===== src/rtl/regfile_arbiter_if.sv =====
// rtl/regfile_arbiter_if.sv - requester/register-file bus bundle for the two-port register-file arbiter
interface regfile_arbiter_if #(
  parameter int DATA_W = 8,
  parameter int ADDR_W = 4
);
  logic              req_a;
  logic              req_b;
  logic              we_a;
  logic              we_b;
  logic [ADDR_W-1:0] addr_a;
  logic [ADDR_W-1:0] addr_b;
  logic [DATA_W-1:0] wdata_a;
  logic [DATA_W-1:0] wdata_b;
  logic              ack_a;
  logic              ack_b;
  logic [DATA_W-1:0] rdata;
  logic [ADDR_W-1:0] dec_addr;
  logic              dec_en;
  logic              reg_we;
  logic [DATA_W-1:0] reg_wdata;
  logic [DATA_W-1:0] reg_rdata;
  logic              busy;

  modport master (
    output req_a, req_b, we_a, we_b, addr_a, addr_b, wdata_a, wdata_b, reg_rdata,
    input  ack_a, ack_b, rdata, dec_addr, dec_en, reg_we, reg_wdata, busy
  );

  modport slave (
    input  req_a, req_b, we_a, we_b, addr_a, addr_b, wdata_a, wdata_b, reg_rdata,
    output ack_a, ack_b, rdata, dec_addr, dec_en, reg_we, reg_wdata, busy
  );
endinterface


===== src/rtl/regfile_arbiter.sv =====
// rtl/regfile_arbiter.sv - round-robin arbiter and IDLE/GRANT/ACK access sequencer for the 16 x 8 register file
module regfile_arbiter #(
  parameter int DATA_W = 8,
  parameter int ADDR_W = 4
) (
  input logic             clk,
  input logic             rst_n,
  regfile_arbiter_if.slave bus
);
  typedef enum logic [1:0] {IDLE, GRANT, ACK} state_t;

  state_t state;
  logic   last_a;   // 1 = A was served last; resets to B so A wins the first tie
  logic   grant_a;
  logic   win_a;

  always_comb begin
    win_a = bus.req_a && (!bus.req_b || !last_a);
  end

  // dec_addr/reg_wdata double as the captured request; reg_we is only the
  // captured write flag while in GRANT, which is the only place it is consulted.
  always_ff @(posedge clk or negedge rst_n) begin
    if (!rst_n) begin
      state         <= IDLE;
      last_a        <= 1'b0;
      grant_a       <= 1'b0;
      bus.ack_a     <= 1'b0;
      bus.ack_b     <= 1'b0;
      bus.dec_en    <= 1'b0;
      bus.reg_we    <= 1'b0;
      bus.busy      <= 1'b0;
      bus.dec_addr  <= '0;
      bus.reg_wdata <= '0;
      bus.rdata     <= '0;
    end else begin
      bus.ack_a  <= 1'b0;
      bus.ack_b  <= 1'b0;
      bus.dec_en <= 1'b0;
      bus.reg_we <= 1'b0;
      unique case (state)
        IDLE: begin
          if (bus.req_a || bus.req_b) begin
            state         <= GRANT;
            grant_a       <= win_a;
            last_a        <= win_a;
            bus.busy      <= 1'b1;
            bus.dec_en    <= 1'b1;
            bus.reg_we    <= win_a ? bus.we_a : bus.we_b;
            bus.dec_addr  <= win_a ? bus.addr_a : bus.addr_b;
            bus.reg_wdata <= win_a ? bus.wdata_a : bus.wdata_b;
          end
        end
        GRANT: begin
          state     <= ACK;
          bus.rdata <= bus.reg_we ? bus.reg_wdata : bus.reg_rdata;
          bus.ack_a <= grant_a;
          bus.ack_b <= !grant_a;
        end
        ACK: begin
          state    <= IDLE;
          bus.busy <= 1'b0;
        end
        default: begin
          state    <= IDLE;
          bus.busy <= 1'b0;
        end
      endcase
    end
  end
endmodule


===== src/flat_wrapper.sv =====
// flat-port wrapper written by rule: the top's interface ports become plain ports
module regfile_arbiter_flat 
#(
  parameter int DATA_W = 8,
  parameter int ADDR_W = 4
)
  (clk, rst_n, bus_req_a, bus_req_b, bus_we_a, bus_we_b, bus_addr_a, bus_addr_b, bus_wdata_a, bus_wdata_b, bus_reg_rdata, bus_ack_a, bus_ack_b, bus_rdata, bus_dec_addr, bus_dec_en, bus_reg_we, bus_reg_wdata, bus_busy);
  regfile_arbiter_if #(.DATA_W(DATA_W), .ADDR_W(ADDR_W)) bus_i ();
  input logic clk;
  input logic rst_n;
  input wire logic [$bits(bus_i.req_a)-1:0] bus_req_a;
  input wire logic [$bits(bus_i.req_b)-1:0] bus_req_b;
  input wire logic [$bits(bus_i.we_a)-1:0] bus_we_a;
  input wire logic [$bits(bus_i.we_b)-1:0] bus_we_b;
  input wire logic [$bits(bus_i.addr_a)-1:0] bus_addr_a;
  input wire logic [$bits(bus_i.addr_b)-1:0] bus_addr_b;
  input wire logic [$bits(bus_i.wdata_a)-1:0] bus_wdata_a;
  input wire logic [$bits(bus_i.wdata_b)-1:0] bus_wdata_b;
  input wire logic [$bits(bus_i.reg_rdata)-1:0] bus_reg_rdata;
  output wire logic [$bits(bus_i.ack_a)-1:0] bus_ack_a;
  output wire logic [$bits(bus_i.ack_b)-1:0] bus_ack_b;
  output wire logic [$bits(bus_i.rdata)-1:0] bus_rdata;
  output wire logic [$bits(bus_i.dec_addr)-1:0] bus_dec_addr;
  output wire logic [$bits(bus_i.dec_en)-1:0] bus_dec_en;
  output wire logic [$bits(bus_i.reg_we)-1:0] bus_reg_we;
  output wire logic [$bits(bus_i.reg_wdata)-1:0] bus_reg_wdata;
  output wire logic [$bits(bus_i.busy)-1:0] bus_busy;
  assign bus_i.req_a = bus_req_a;
  assign bus_i.req_b = bus_req_b;
  assign bus_i.we_a = bus_we_a;
  assign bus_i.we_b = bus_we_b;
  assign bus_i.addr_a = bus_addr_a;
  assign bus_i.addr_b = bus_addr_b;
  assign bus_i.wdata_a = bus_wdata_a;
  assign bus_i.wdata_b = bus_wdata_b;
  assign bus_i.reg_rdata = bus_reg_rdata;
  assign bus_ack_a = bus_i.ack_a;
  assign bus_ack_b = bus_i.ack_b;
  assign bus_rdata = bus_i.rdata;
  assign bus_dec_addr = bus_i.dec_addr;
  assign bus_dec_en = bus_i.dec_en;
  assign bus_reg_we = bus_i.reg_we;
  assign bus_reg_wdata = bus_i.reg_wdata;
  assign bus_busy = bus_i.busy;
  regfile_arbiter #(.DATA_W(DATA_W), .ADDR_W(ADDR_W)) u_core (.clk(clk), .rst_n(rst_n), .bus(bus_i));
endmodule

===== config.mk =====
export PLATFORM = sky130hd
export DESIGN_NAME = regfile_arbiter_flat
export DESIGN_NICKNAME = d
export VERILOG_FILES = /design/src/rtl/regfile_arbiter_if.sv /design/src/rtl/regfile_arbiter.sv /design/src/flat_wrapper.sv
export SDC_FILE = /design/constraint.sdc
export NUM_CORES = 1
export LEC_CHECK = 0
export BUFFER_PORTS_ARGS = -buffer_cell sky130_fd_sc_hd__buf_4
export CAP_MARGIN = 20
export CORE_UTILIZATION = 48
export DETAILED_ROUTE_END_ITERATION = 10
export GPL_ROUTABILITY_DRIVEN = 1
export PLACE_DENSITY_LB_ADDON = 0.3
export SLEW_MARGIN = 20
export SYNTH_ARGS = -nofsm -noshare
export SYNTH_HDL_FRONTEND = slang
export SYNTH_SLANG_ARGS = --single-unit

===== constraint.sdc =====
create_clock -name clk -period 2.14 [get_ports clk]
set_input_delay 0.107 -clock clk [delete_from_list [all_inputs] [get_ports clk]]
set_output_delay 0.107 -clock clk [all_outputs]
set_load 0.05 [all_outputs]

# After elaboration in Yosys (flattened, before gate mapping)
# Cells that the tools add are included.
# classes
bitwise	1
n_mux	14
reduce_logical	8
n_eq_ne	2
# ops
cell	n
2-to-1 mux 8 bit	2
2-to-1 mux 1 bit	8
2-to-1 mux 4 bit	1
one-hot mux 2 bit (2 select lines)	1
AND reduction 2 bit	2
equality test 2 x 1 -> 1 bit, second input constant	1
logical NOT 1 bit	2
logical NOT 2 bit	1
logical OR 1 bit	2
2-to-1 mux 2 bit	1
inequality test 2 x 1 -> 1 bit, second input constant	1
one-hot mux 1 bit (2 select lines)	1
logical AND 1 bit	1
NOT 1 bit	1
# totals
output_inout_bits	25
input_bits	38
elab_cells	35
register_bits	28

# Longest topological paths before layout
# Gate-level depths: netlist of the first run.
# logic_depth
ltp_word	6
depth_mapped	5
ltp_nobuf	4

# Worst setup path after synthesis of the first run
# Ideal clock, no wire load.
# synth_path
path_kind	register to register
from	register u_core.bus.reg_we
to	register u_core.bus.rdata[6]
setup_ns	0.123
synth_period_minus_slack_ns	1.312
arrival_ns	1.188
stages_incl_launch_ff	4
n_path_buf	1
path_slack_ns	0.828
t_required_ns	2.017
cell_sequence	dfrtp_1 > clkbuf_2 > mux2i_1 > o21ai_1
# synth_between
elab_chain_len	1
# synth_rtl
element	line_no	source
from (decl)	regfile_arbiter_if.sv:31	output ack_a, ack_b, rdata, dec_addr, dec_en, reg_we, reg_wdata, busy
from (signal assigned)	regfile_arbiter.sv:49	bus.reg_we <= win_a ? bus.we_a : bus.we_b;
2-to-1 mux 8 bit	regfile_arbiter.sv:56	bus.rdata <= bus.reg_we ? bus.reg_wdata : bus.reg_rdata;
to (signal assigned)	regfile_arbiter.sv:56	
to (decl)	regfile_arbiter_if.sv:31	
# Every way passes these cells.
# A chain may end at the register's enable or synchronous reset.

# Worst setup path after layout of the first run
# layout_path
from	register u_core.bus.reg_we
to	output bus_reg_we
# layout_lines
element	line_no	source
to (decl)	flat_wrapper.sv:25	output wire logic [$bits(bus_i.reg_we)-1:0] bus_reg_we;
# No word-level cell between the ends.

==> results of run 1 <==
==> cell families (layout without fill, tap and decap cells) <==
logic type | after synthesis | count (layout) | synth area share, %
and+or+nand+nor | 40 | 40 | 13.8
AOI/OAI and AO/OA | 38 | 38 | 17.7
DFF | 28 | 28 | 56.9
buffers and inverters | 12 | 73 | 5.18
muxes | 8 | 8 | 6.50
==> metrics by stage <==
stage / cells / power [W] / cell area [um2]
detailed placement: 209 / 0.00282 / 1690
global route: 215 / 0.00323 / 1750
global placement: 209 / 0.00276 / 1690
finish: 215 / 0.00305 / 1750
CTS: 215 / 0.00307 / 1750
floorplan: 126 / 0.00226 / 1230
==> where the power goes <==
part           switching (W)  leakage, nW  total [W]  internal [W]
combinational        0.00125        0.515    0.00181      0.000558
sequential          0.000202        0.332   0.000988      0.000786
clock               0.000151       0.0210   0.000255      0.000104
==> path summary, 6_finish.rpt <==
check,start,to,depth (start not counted)
max,u_core.bus.reg_we$_DFF_PN0_,bus_reg_we,1
min,bus_we_a,u_core.bus.reg_we$_DFF_PN0_,3
max reg2reg,u_core.grant_a$_DFFE_PN0P_,u_core.bus.reg_wdata[3]$_DFFE_PN0P_,3
min reg2reg,u_core.bus.rdata[2]$_DFFE_PN0N_,u_core.bus.rdata[2]$_DFFE_PN0N_,2
max in group asynchronous,rst_n,u_core.bus.reg_wdata[3]$_DFFE_PN0P_,2
min in group asynchronous,rst_n,u_core.bus.rdata[6]$_DFFE_PN0N_,2
==> routing by layer <==
metal | routed length [um] | up-vias | track usage (%)
met5 | 0 | - | 0
met4 | 49 | 0 | 10.5
met3 | 147 | 5 | 3.19
met2 | 1480 | 42 | 43.7
met1 | 1220 | 545 | 28.4
li1 | - | 555 | -
==> what timing repair did <==
action                                 4_1_cts  5_1_grt
endpoints found under the hold margin       29        0
hold buffers                                 2        0
setup buffers                                0        0
==> flip-flops by register name, summed over array words and instances (netlist names) <==
register and count:
u_core.bus.rdata 8, u_core.bus.busy 1, u_core.bus.reg_we 1, u_core.bus.reg_wdata 8, u_core.bus.dec_addr 4, u_core.state 2, u_core.bus.dec_en 1, u_core.grant_a 1
u_core.bus.ack_a 1, u_core.bus.ack_b 1
==> synth_stat cells (all sizes together) <==
master and instances:
mux2i 8, a21boi 1, a21bo 1, a21oi 14, o21ai 9, clkbuf 1, nand2 35, nor2 2
and2 1, or2 1, dfrtp 28, buf 7, inv 4, a31oi 13, nand2b 1
==> tightest hold or removal path, stage by stage <==
cell     delay (ns)
buf_4          0.11
nand2_1        0.05
a21oi_1        0.06
==> cell type report <==
cell class                 count  area [um2]
tap                           28        35.0
multi-input combinational     86         468
clock buffer                   4        36.3
sequential                    28         701
fill                         171         571
inverter                       4        15.0
timing repair buffer          65         493
==> results.yml, run 1 <==
drt:
  avgViaCountPerCell: 5.33
  post_drt_wl_per_cell_um: 13.5
  first_iter_violations: 20
  wirelength_um: 2900
  ant_nets: 0
  num_vias: 1147
  drc_errors: 0
  dr.pass1.iters: 4
final_layout:
  layout-drive-gt1-share_pct: 39.6
  final_cell_mix: "buf_4 (63), nand2_1 (34), dfrtp_1 (28), a21oi_1 (14), a31oi_1 (13)"
  layout_commonest_cell: "buf_4"
  areaGrowthSynthToFinish_pct: 41.8
  diodes: 0
  fin_nets: 226
  utilization_pct: 75.4
power_and_ir_drop:
  ir_drop_v: 0.00123
  total_leakage_power_nw: 0.868
  powerDensity_mw_per_mm2: 1750
place:
  dp_hpwl_um: 2150
  io_buffers: 62
  place_ws_ns: 0.809
  gp_congestion: 0.728
sta:
  fin_skew_ns: 0.00372
  rsz0062_at_grt: "false"
  hold_viol: 0
  worst_slack_ns: 0.757
  tightest_slew_ns: 0.623
  hold_ws_ns: 0.0122
  setup_tns_ns: 0
  period_share_pct: 64.6
  setup-violations-final: 0
  max_freq_mhz: 723
  final_max_slew_viol_count: 0
  period_minus_slack_ns: 1.38
  slew_headroom_pct: 58.5
floorplanning:
  fp.dieW_um: 52.7
  dieHeight_um: 52.7
  initial_utilization_pct: 53.2
  core_mm2: 0.00232
  die-area_mm2: 0.00277
  io_pins: 63
  rows: 17
synth:
  syn-instance-count: 126
  ys_top_cells_by_area: "dfrtp_1 (57%), nand2_1 (10%), a31oi_1 (6.6%)"
  yosysWarnings: 0
  avgSynthCellArea_um2: 9.78
  netlist_area_mm2: 0.00123
  synthDistinctLibCells: 21
  synth_top_area_cell: "dfrtp_1"
  ys_ff_latch: 28
  synth_top_area_share_pct: 56.9
  synth_fp_nets: 164
  synth_seq_area_share_pct: 56.9
critical_path:
  arrival_ns: 1.28
  cp_max_fo: 9
  cp_top_family: "flip-flops"
  end_kind: "primary output"
  worstPathRequired_ns: 2.03
  cp_slowest_cell: "dfrtp_1"
  slowest_delay_ns: 0.66
  crit_chain: "buf_4"
  worst-path-buf-inv: 1
  startpoint_type: "register"
  rrSetupSlack_ns: 0.77
  worstSetupPathType: "reg2out"
global_routing:
  grt-ovfl-total: 0
  antenna_found_initial: 0
  grt_pass1_vias: 1106
  grt_pass1_wl_um: 4790
  grt_max_degree: 29
  grt_usage_pct: 24.2
cts:
  cts_num_sinks: 28
  cts_max_level: 1
  clock_latency_ns: 0.33
  cts_tree: "yes"
  cts_buffers: 3
  cts_root_buf: "clkbuf_4"
  cts.clk_slew.worst_paths_ns: 0.14
  cts_resized: 0
  clockBufferDepth: 2
hold_path:
  min_path_type: "in2reg"
run_status:
  outcome: "complete, no violations"
job:
  cap_violations: 0
No activity file was read; power rests on OpenSTA's default activity.
==> inputs of run 2 (changes only) <==
--- a/config.mk
+++ b/config.mk
@@ -7,7 +7,7 @@
 export LEC_CHECK = 0
 export BUFFER_PORTS_ARGS = -buffer_cell sky130_fd_sc_hd__buf_4
 export CAP_MARGIN = 20
-export CORE_UTILIZATION = 48
+export CORE_UTILIZATION = 40
 export DETAILED_ROUTE_END_ITERATION = 10
 export GPL_ROUTABILITY_DRIVEN = 1
 export PLACE_DENSITY_LB_ADDON = 0.3
==> constraint.sdc (replaced) <==
create_clock -name clk -period 1.2 [get_ports clk]
set_input_delay 0.06 -clock clk [delete_from_list [all_inputs] [get_ports clk]]
set_output_delay 0.06 -clock clk [all_outputs]
set_load 0.05 [all_outputs]
==> run 2 against run 1 <==
Net effect: non-clock buffer count up 35; hold slack worse by 0.0070 ns; critical endpoint is now u_core.bus.reg_wdata[1]$_DFFE_PN0P_; register-to-register slack got worse by 0.74 ns; utilization grew 0.19 points; the run now ends with DRC left; clock skew up 0.0046 ns.
==> results.yml, run 2 (synthesis gave the netlist of run 1 again) <==
sta:
  worst_slack_ns: 0.0334
  rsz0062_at_grt: "true"
  period_minus_slack_ns: 1.17
  final_max_slew_viol_count: 0
  setup-violations-final: 0
  period_share_pct: 97.2
  fin_skew_ns: 0.00830
  tightest_slew_ns: 0.354
  hold_viol: 0
  max_freq_mhz: 857
  slew_headroom_pct: 76.4
final_layout:
  top_regs: "u_core.bus.rdata: 8 flops, u_core.bus.reg_wdata: 8 flops, u_core.bus.dec_addr: 4 flops"
  stdcell_count: 253
  layout_commonest_cell: "buf_4"
  final_cell_mix: "buf_4 (65), nand2_1 (33), dlygate4sd3_1 (32), dfrtp_1 (26), a21oi_1 (14)"
  fin_nets: 261
  nFillCells: 191
  areaGrowthSynthToFinish_pct: 73.5
  layout-drive-gt1-share_pct: 36.9
  diodes: 0
place:
  io_buffers: 62
  place_ws_ns: 0.101
  dp_cells: 214
  gp_congestion: 0.782
  dp_hpwl_um: 2210
power_and_ir_drop:
  total_leakage_power_nw: 1.03
  ir_drop_v: 0.00163
  powerDensity_mw_per_mm2: 2670
critical_path:
  worstPathRequired_ns: 1.47
  worstSetupPathType: "reg2reg"
  cp_slowest_cell: "dfrtp_2"
  rrSetupSlack_ns: 0.03
  r2r_cells: 4
  cp_top_family: "flip-flops"
  arrival_ns: 1.44
  r2r_start: "u_core.grant_a$_DFFE_PN0P_"
  worst-path-buf-inv: 1
  slowest_delay_ns: 0.48
  worst-path-stages: 4
  end_kind: "register"
  crit_chain: "a21boi_4, clkbuf_16, nand2_1, a31oi_1"
  startpoint_type: "register"
  r2r_end: "u_core.bus.reg_wdata[1]$_DFFE_PN0P_"
  cp_max_fo: 6
global_routing:
  grt_pass1_vias: 1297
  grt_max_degree: 29
  grt_pass1_wl_um: 5920
  grt-ovfl-total: 0
  grt_usage_pct: 23.6
  antenna_found_initial: 0
floorplanning:
  io_pins: 63
  fp.dieW_um: 57.5
  dieHeight_um: 57.5
  core_mm2: 0.00283
  rows: 19
  die-area_mm2: 0.00331
  initial_utilization_pct: 43.6
job:
  cap_violations: 0
hold_path:
  min_to: "u_core.bus.rdata[6]$_DFFE_PN0N_"
  min-delay-start: "bus_reg_rdata[6]"
  min_path_type: "in2reg"
  hold_path_depth: 3
cts:
  cts_buffers: 3
  cts_tree: "yes"
  cts.clk_slew.worst_paths_ns: 0.15
  cts_root_buf: "clkbuf_4"
  cts_num_sinks: 28
  clock_latency_ns: 0.34
  clockBufferDepth: 2
  cts_max_level: 1
drt:
  post_drt_wl_per_cell_um: 14.7
  first_iter_violations: 33
  avgViaCountPerCell: 5.09
  ant_nets: 0
  wirelength_um: 3730
  dr.pass1.iters: 7
  num_vias: 1288
  drc_errors: 4
run_status:
  violations: "DRC"
  outcome: "finished, violations left"
## run 2: cell count changes in the layout (fill, tap and decap cells not counted), sizes merged
| cell | change |
|---|---|
| buf | +4 |
| dlygate4sd3 | +30 |
| clkbuf | +1 |
## run 2: cell type report
type                            instances  area [um2]  area share, %
Clock buffer                            4        26.3           1.23
Inverter                                4        15.0          0.702
Sequential cell                        28         703           32.9
Multi-Input combinational cell         86         490           22.9
Timing Repair Buffer                  100         865           40.4
Tap cell                               31        38.8           1.81
## run 2: worst max path at each step
stage / startpoint / end / slack [ns]
global route: u_core.grant_a$_DFFE_PN0P_ / u_core.bus.reg_wdata[6]$_DFFE_PN0P_ / -0.02
floorplan: u_core.bus.reg_we$_DFF_PN0_ / u_core.bus.rdata[6]$_DFFE_PN0N_ / 0.03
global placement: u_core.state[0]$_DFFE_PN0P_ / u_core.bus.reg_wdata[5]$_DFFE_PN0P_ / 0.15
CTS: u_core.state[0]$_DFFE_PN0P_ / u_core.bus.reg_wdata[4]$_DFFE_PN0P_ / 0.01
finish: u_core.grant_a$_DFFE_PN0P_ / u_core.bus.reg_wdata[1]$_DFFE_PN0P_ / 0.03
detailed placement: u_core.state[0]$_DFFE_PN0P_ / u_core.bus.reg_wdata[6]$_DFFE_PN0P_ / 0.10
## run 2: routing by layer
layer / track usage (%) / wire (um) / vias up
met5: 0 / 0 / -
met4: 7.32 / 47 / 0
met3: 2.72 / 181 / 5
met2: 43.4 / 1990 / 54
met1: 28.8 / 1510 / 605
li1: - / - / 624
## run 2: timing repair
item | CTS | global route
hold buffers | 32 | 0
pin swaps | 0 | 3
buffers inserted | 1 | 1
cloned | 0 | 1
setup endpoints to repair | 1 | 7
endpoints found under the hold margin | 47 | 0
gates resized for setup | 0 | 6
## run 2: per-stage QoR
stage | setup TNS [ns] | hold slack, ns | cell area, um2 | power, W | util (%)
4_1_cts | 0 | 0.0119 | 2080 | 0.00559 | 73.5
3_5_place_dp | 0 | -0.00402 | 1720 | 0.00508 | 60.9
6_report | 0 | 0.00522 | 2140 | 0.00570 | 75.6
5_1_grt | -0.0692 | 0.0104 | 2140 | 0.00599 | 75.6
3_3_place_gp | 0 | -0.00918 | 1720 | 0.00500 | 60.9
2_1_floorplan | 0 | -0.236 | 1230 | 0.00404 | -
## run 2: report_power, final
group | internal (W) | switching (W) | total (W)
logic | 0.00119 | 0.00236 | 0.00355
clock network | 0.000131 | 0.000276 | 0.000407
registers | 0.00141 | 0.000339 | 0.00174
total | 0.00273 | 0.00297 | 0.00570
## run 2: worst register-to-register path: cells and delay by family, from the launching register on
kind                   cells  cell delay, ns
buffers and inverters      1            0.18
DFF                        1            0.48
AOI/OAI and AO/OA          2            0.39
and+or+nand+nor            1            0.06
